<file path="src/rtl/print_arbiter.sv">
// ---------------------------------------------------------------------------
// print_arbiter
//
// Shares one six-digit 7-segment decimal display between N_REQ requesters.
// A round-robin scheduler grants one requester and latches its 20-bit value,
// saturated to 999_999. The value is converted to BCD by shift-add-3 over 20
// cycles. Leading zeros are then blanked, and the result is held on the
// display for HOLD_CYCLES cycles before the next requester is serviced.
//
// Ports:
//   CLK     - single clock, all state changes on the rising edge
//   RESET   - synchronous, active-high reset
//   REQ     - per-requester display request, level-sensitive
//   VALUE   - requester i value at VALUE[20i+19:20i], unsigned
//   GRANT   - one-hot requester being converted or shown (0 when idle)
//   BUSY    - high while converting or blanking
//   OVF     - displayed value was saturated
//   DIGITS  - six BCD nibbles, digit d at [4d+3:4d], 4'hF = blank
//   HEX     - digit d at [7d+6:7d], gfedcba active-low, blank = 7'b1111111
// ---------------------------------------------------------------------------
module print_arbiter #(
    parameter int N_REQ       = 4,
    parameter int HOLD_CYCLES = 50_000_000,
    parameter int HOLD_W      = 26
) (
    input  logic                  CLK,
    input  logic                  RESET,
    input  logic [N_REQ-1:0]      REQ,
    input  logic [20*N_REQ-1:0]   VALUE,
    output logic [N_REQ-1:0]      GRANT,
    output logic                  BUSY,
    output logic                  OVF,
    output logic [23:0]           DIGITS,
    output logic [41:0]           HEX
);

    localparam int                PTR_W     = (N_REQ > 1) ? $clog2(N_REQ) : 1;
    localparam logic [19:0]       MAX_VAL   = 20'd999_999;
    localparam logic [HOLD_W-1:0] HOLD_LAST = HOLD_W'(HOLD_CYCLES - 1);
    localparam logic [4:0]        LAST_ITER = 5'd19;

    typedef enum logic [1:0] {IDLE, CONV, SUPP, SHOW} state_t;

    state_t              state_q,    state_d;
    logic [PTR_W-1:0]    ptr_q,      ptr_d;
    logic [N_REQ-1:0]    grant_q,    grant_d;
    logic                busy_q,     busy_d;
    logic                ovf_q,      ovf_d;
    logic                ovf_pend_q, ovf_pend_d;
    logic [23:0]         digits_q,   digits_d;
    logic [41:0]         hex_q,      hex_d;
    logic [19:0]         bin_q,      bin_d;
    logic [23:0]         bcd_q,      bcd_d;
    logic [4:0]          iter_q,     iter_d;
    logic [HOLD_W-1:0]   hold_q,     hold_d;

    logic                arb_found;
    logic [PTR_W-1:0]    arb_idx;
    logic [PTR_W-1:0]    arb_cand;
    logic [19:0]         arb_value;
    logic [N_REQ-1:0]    arb_onehot;
    logic [23:0]         bcd_adj;
    logic [23:0]         bcd_shift;
    logic [19:0]         bin_shift;
    logic [23:0]         blank_digits;
    logic [41:0]         blank_hex;
    logic                leading;
    logic                do_arb;

    // Standard 7-segment decode, gfedcba active-low; anything that is not a
    // decimal digit (including the 4'hF blank code) turns every segment off.
    function automatic logic [6:0] seg7(input logic [3:0] nib);
        logic [6:0] seg;
        case (nib)
            4'd0:    seg = 7'b1000000;
            4'd1:    seg = 7'b1111001;
            4'd2:    seg = 7'b0100100;
            4'd3:    seg = 7'b0110000;
            4'd4:    seg = 7'b0011001;
            4'd5:    seg = 7'b0010010;
            4'd6:    seg = 7'b0000010;
            4'd7:    seg = 7'b1111000;
            4'd8:    seg = 7'b0000000;
            4'd9:    seg = 7'b0010000;
            default: seg = 7'b1111111;
        endcase
        return seg;
    endfunction

    // Round-robin pick: scan from the requester after the last winner,
    // wrapping, and take the first one asking. The winner's value is muxed
    // out with constant slices so no variable part-select is needed.
    always_comb begin
        arb_found  = 1'b0;
        arb_idx    = '0;
        arb_cand   = '0;
        arb_value  = '0;
        arb_onehot = '0;
        for (int k = 1; k <= N_REQ; k++) begin
            arb_cand = PTR_W'((int'(ptr_q) + k) % N_REQ);
            if (!arb_found && REQ[arb_cand]) begin
                arb_found = 1'b1;
                arb_idx   = arb_cand;
            end
        end
        for (int i = 0; i < N_REQ; i++) begin
            if (arb_idx == PTR_W'(i)) begin
                arb_value     = VALUE[20*i +: 20];
                arb_onehot[i] = 1'b1;
            end
        end
    end

    // One double-dabble iteration: correct every nibble that would overflow
    // past 9 after doubling, then shift the binary MSB into the BCD LSB.
    always_comb begin
        bcd_adj = bcd_q;
        for (int d = 0; d < 6; d++) begin
            if (bcd_q[4*d +: 4] >= 4'd5) begin
                bcd_adj[4*d +: 4] = bcd_q[4*d +: 4] + 4'd3;
            end
        end
        bcd_shift = {bcd_adj[22:0], bin_q[19]};
        bin_shift = {bin_q[18:0], 1'b0};
    end

    // Leading-zero blanking from the top digit down. Digit 0 is never
    // blanked, so a zero value naturally shows a single "0".
    always_comb begin
        blank_digits = bcd_q;
        leading      = 1'b1;
        for (int d = 5; d >= 1; d--) begin
            if (leading && (bcd_q[4*d +: 4] == 4'd0)) begin
                blank_digits[4*d +: 4] = 4'hF;
            end else begin
                leading = 1'b0;
            end
        end
        for (int d = 0; d < 6; d++) begin
            blank_hex[7*d +: 7] = seg7(blank_digits[4*d +: 4]);
        end
    end

    // Next-state logic. IDLE and the final SHOW cycle share the same
    // arbitration step; with nobody requesting, the display is left as is.
    always_comb begin
        state_d    = state_q;
        ptr_d      = ptr_q;
        grant_d    = grant_q;
        busy_d     = busy_q;
        ovf_d      = ovf_q;
        ovf_pend_d = ovf_pend_q;
        digits_d   = digits_q;
        hex_d      = hex_q;
        bin_d      = bin_q;
        bcd_d      = bcd_q;
        iter_d     = iter_q;
        hold_d     = hold_q;
        do_arb     = 1'b0;

        case (state_q)
            IDLE: do_arb = 1'b1;
            CONV: begin
                bcd_d  = bcd_shift;
                bin_d  = bin_shift;
                iter_d = iter_q + 5'd1;
                if (iter_q == LAST_ITER) begin
                    state_d = SUPP;
                end
            end
            SUPP: begin
                digits_d = blank_digits;
                hex_d    = blank_hex;
                ovf_d    = ovf_pend_q;
                busy_d   = 1'b0;
                hold_d   = '0;
                state_d  = SHOW;
            end
            SHOW: begin
                if (hold_q == HOLD_LAST) begin
                    do_arb = 1'b1;
                end else begin
                    hold_d = hold_q + HOLD_W'(1);
                end
            end
            default: state_d = IDLE;
        endcase

        if (do_arb) begin
            if (arb_found) begin
                grant_d    = arb_onehot;
                ptr_d      = arb_idx;
                ovf_pend_d = (arb_value > MAX_VAL);
                bin_d      = (arb_value > MAX_VAL) ? MAX_VAL : arb_value;
                bcd_d      = '0;
                iter_d     = '0;
                busy_d     = 1'b1;
                state_d    = CONV;
            end else begin
                grant_d = '0;
                busy_d  = 1'b0;
                state_d = IDLE;
            end
        end
    end

    // State and registered outputs; reset discards any in-flight conversion.
    always_ff @(posedge CLK) begin
        if (RESET) begin
            state_q    <= IDLE;
            ptr_q      <= PTR_W'(N_REQ - 1);
            grant_q    <= '0;
            busy_q     <= 1'b0;
            ovf_q      <= 1'b0;
            ovf_pend_q <= 1'b0;
            digits_q   <= 24'hFFFFFF;
            hex_q      <= '1;
            bin_q      <= '0;
            bcd_q      <= '0;
            iter_q     <= '0;
            hold_q     <= '0;
        end else begin
            state_q    <= state_d;
            ptr_q      <= ptr_d;
            grant_q    <= grant_d;
            busy_q     <= busy_d;
            ovf_q      <= ovf_d;
            ovf_pend_q <= ovf_pend_d;
            digits_q   <= digits_d;
            hex_q      <= hex_d;
            bin_q      <= bin_d;
            bcd_q      <= bcd_d;
            iter_q     <= iter_d;
            hold_q     <= hold_d;
        end
    end

    assign GRANT  = grant_q;
    assign BUSY   = busy_q;
    assign OVF    = ovf_q;
    assign DIGITS = digits_q;
    assign HEX    = hex_q;

endmodule

</file>
<file path="config.mk">
export PLATFORM = sky130hd
export DESIGN_NAME = print_arbiter
export DESIGN_NICKNAME = d
export VERILOG_FILES = /design/src/rtl/print_arbiter.sv
export SDC_FILE = /design/constraint.sdc
export NUM_CORES = 1
export LEC_CHECK = 0
export ABC_AREA = 1
export ABC_CLOCK_PERIOD_IN_PS = 2500
export BUFFER_PORTS_ARGS = -buffer_cell sky130_fd_sc_hd__buf_4
export CAP_MARGIN = 5
export CORE_AREA = 2 2 170 172
export DETAILED_ROUTE_END_ITERATION = 6
export DIE_AREA = 0 0 172 174
export PLACE_DENSITY = 0.52
export SETUP_SLACK_MARGIN = 0.15
export SLEW_MARGIN = 25
export SYNTH_ARGS = -nofsm -noshare
export SYNTH_HDL_FRONTEND = slang
export SYNTH_SLANG_ARGS = --single-unit
</file>
<file path="constraint.sdc">
create_clock -name CLK -period 2.5 [get_ports CLK]
set_input_delay 0.375 -clock CLK [delete_from_list [all_inputs] [get_ports CLK]]
set_output_delay 0.375 -clock CLK [all_outputs]
set_load 0.03 [all_outputs]
</file>
==> flow_metrics.env <==
export IMPL_status="finished, violations left"
export IMPL_violations="negative setup slack"
export IMPL_fin_nets=1600
export IMPL_synthesis_area_um2=8330
export IMPL_p_leak_nw=5.43
export IMPL_cts_buffer_depth=2
export IMPL_place_ws_ps=-204
export IMPL_portBuffers=157
export IMPL_grt_overflow=0
export IMPL_cap_violations=0
export IMPL_grt_max_degree=91
export IMPL_drc=0
export IMPL_dp_hpwl_um=18400
export IMPL_num_rows=62
export IMPL_ant_nets=0
export IMPL_fp_coreArea_um2=28200
export IMPL_ys_warn_count=0
export IMPL_yosys_area_top_type_share_pct=36.5
export IMPL_die_h_um=174
export IMPL_ys_seq_area_share_pct=36.5
export IMPL_clk_pin_slew_ps=60
export IMPL_synth_edff_count=0
export IMPL_ys_ff_latch=152
export IMPL_end_kind="flip-flop"
export IMPL_drtIter0Drc=358
export IMPL_placed_area_um2=10500
export IMPL_gp_congestion=0.846
export IMPL_cts_sinks=152
export IMPL_synthDistinctLibCells=51
export IMPL_finalCritPeriodShare_pct=105
export IMPL_vias=8800
export IMPL_hold_path_class="input pin to flip-flop"
export IMPL_required_ps=2790
export IMPL_p_per_area_nw_per_um2=1400
export IMPL_arrival_ps=2930
export IMPL_wire_per_inst_um=13.9
export IMPL_design_die_area_um2=29900
export IMPL_whs_ps=286
export IMPL_hold_violations=0
export IMPL_grtUsageTotal_pct=16.9
export IMPL_cts_buffers=17
export IMPL_finalClockSkew_ps=8.46
export IMPL_fmax_ghz=0.379
export IMPL_first_pass_iters=5
export IMPL_crit_path_start="ptr_q[0]"
export IMPL_final_setup_tns_ps=-1440
export IMPL_rsz0062_at_grt="true"
export IMPL_die_w_um=172
export IMPL_io_pins=158
export IMPL_grt_pass1_vias=8460
export IMPL_yosysTopAreaCell="dfxtp_1"
export IMPL_grt_pass1_wl_um=41100
export IMPL_synthTopCellsByCount="238 x nand2_1, 152 x dfxtp_1, 126 x inv_1"
export IMPL_antenna_found_initial=0
export IMPL_hold_start="VALUE[65]"
export IMPL_insertion_delay_ps=420
export IMPL_cts_hold_buf=0
export IMPL_rr_startpoint="ptr_q[0]"
export IMPL_synth_async_sr_flop_share_pct=0
export IMPL_worst_slew_pin_slew_ps=574
export IMPL_peakVddDrop_mv=0.687
export IMPL_worstSetupPathType="flip-flop to flip-flop"
export IMPL_h_tree_depth=4
export IMPL_p_total_mw=17.1
export IMPL_synthFlopType="dfxtp_1"
export IMPL_vias_per_cell=4.72
export IMPL_clock_root_buffer="clkbuf_16"
export IMPL_fillCellCount=2900
export IMPL_syn_inst=1199
export IMPL_path_max_fanout=7
export IMPL_cts_tree="built"
export IMPL_layout_min_cycle_time_ps=2640
export IMPL_start_util_pct=29.5
export IMPL_slew_headroom_pct=61.8
export IMPL_diodes=0
export IMPL_final_max_slew_viol_count=0
export IMPL_finalSetupViolCount=17
export IMPL_start_kind="flip-flop"
export IMPL_fin_ws_ps=-136
export IMPL_finalInstanceArea_um2=12200
export IMPL_syn_to_final_growth_pct=46.6
export IMPL_ys_top_cells_by_area="dfxtp_1 37%, nand2_1 11%, o21ai_0 7.0%"
export IMPL_syn_num_nets=1331
export IMPL_syn_avg_cell_area_um2=6.95
export IMPL_drive_gt1_share_pct=32.6
export IMPL_post_synth_top_count_cell="nand2_1"
export IMPL_wl_um=26000
## routing by layer
layer	track usage (%)	part of all wire [%]	up-vias
met5	0	0	-
met4	3.99	1.4	0
met3	3.42	2.7	20
met2	30.5	52	121
met1	20.5	44	4116
li1	-	-	4543
## area by class of cell
type                    instances  area [µm²]  area share (%)
clock buffers                  22         484            3.97
clock inverters                 8         120           0.984
inverters                     134         529            4.34
multi-input cells             867        5100            41.8
flip-flops and latches        152        3070            25.1
well taps                     384         480            3.94
repair buffers                296        2430            19.9
## registers in the layout, indices dropped and copies added, names as in the netlist
| name | cells |
|---|---|
| bin_q | 20 |
| GRANT | 4 |
| HEX | 42 |
| ovf_pend_q | 1 |
| OVF | 1 |
| BUSY | 1 |
| bcd_q | 24 |
| iter_q | 5 |
| ptr_q | 2 |
| state_q | 2 |
| DIGITS | 24 |
| hold_q | 26 |
## report_power, final
part	internal, mW	leakage (nW)	switching [mW]	total, mW
Sequential	3.00	1.25	0.353	3.36
Combinational	4.88	3.89	6.27	11.2
Clock	1.66	0.294	0.980	2.64
Total	9.54	5.43	7.61	17.1
## timing repair
action,CTS,global route
endpoints found under the hold margin,0,0
pin swaps,29,57
gates cloned,4,1
buffers inserted,22,23
setup endpoints to repair,34,87
resized for setup,70,126
## logic make-up after synthesis
group                      after synthesis  share of synthesized area (%)
and+or+nand+nor                        507                           26.1
xor gates and xnor gates                11                           1.16
buffers and inverters                  183                           8.97
DFF                                    152                           36.5
adders and majority gates               46                           6.91
AOI/OAI and AO/OA                      300                           20.3
## placed cells by master (no fill, tap or decap), types with 4 or more instances in the layout
cell type	n
a21oi_2	6
o21ai_1	10
nand2_4	20
dfxtp_2	9
inv_1	112
clkbuf_8	4
dfxtp_1	140
nor2_1	102
nand3_1	71
a22oi_1	5
a211oi_1	5
o22ai_1	5
buf_4	274
inv_2	18
ha_4	4
nand4_1	14
nor2_2	15
o221ai_1	6
nand3_2	16
a31oi_1	10
ha_1	41
nand2_1	196
nand2_2	35
xor2_1	9
o211ai_1	18
o21ai_0	104
buf_12	10
nor2_4	10
a21oi_1	107
nor3_1	10
buf_6	9
clkbuf_16	18
## path summary, 6_finish.rpt
kind | end | slack, ps | depth (start not counted)
worst min register to register | hold_q[21] | 460 | 1
worst min-delay path | bin_q[5] | 290 | 5
worst max register to register | bin_q[7] | -140 | 21
worst max-delay path | bin_q[7] | -140 | 21
## critical path, cell delays in order, from the launching register on
cell,delay [ps]
dfxtp_4,410
inv_6,60
nand2_2,60
nand2_1,80
nand2_1,70
nand2_1,140
nor2_4,150
nor2_2,50
nand2_2,70
nand2_4,90
buf_6,130
buf_12,120
nor2_4,210
nand2_1,90
nand2_1,100
inv_1,60
nor2_2,110
nand2_2,80
nor2_4,150
nand2_4,110
nand2_8,110
a21oi_4,60
## metrics by stage
stage	cells	util [%]
2_1_floorplan	1199	-
3_3_place_gp	1783	37.3
3_5_place_dp	1783	37.3
4_1_cts	1839	41.0
5_1_grt	1863	43.2
6_report	1863	43.2
No activity file was read; power rests on OpenSTA's default activity.
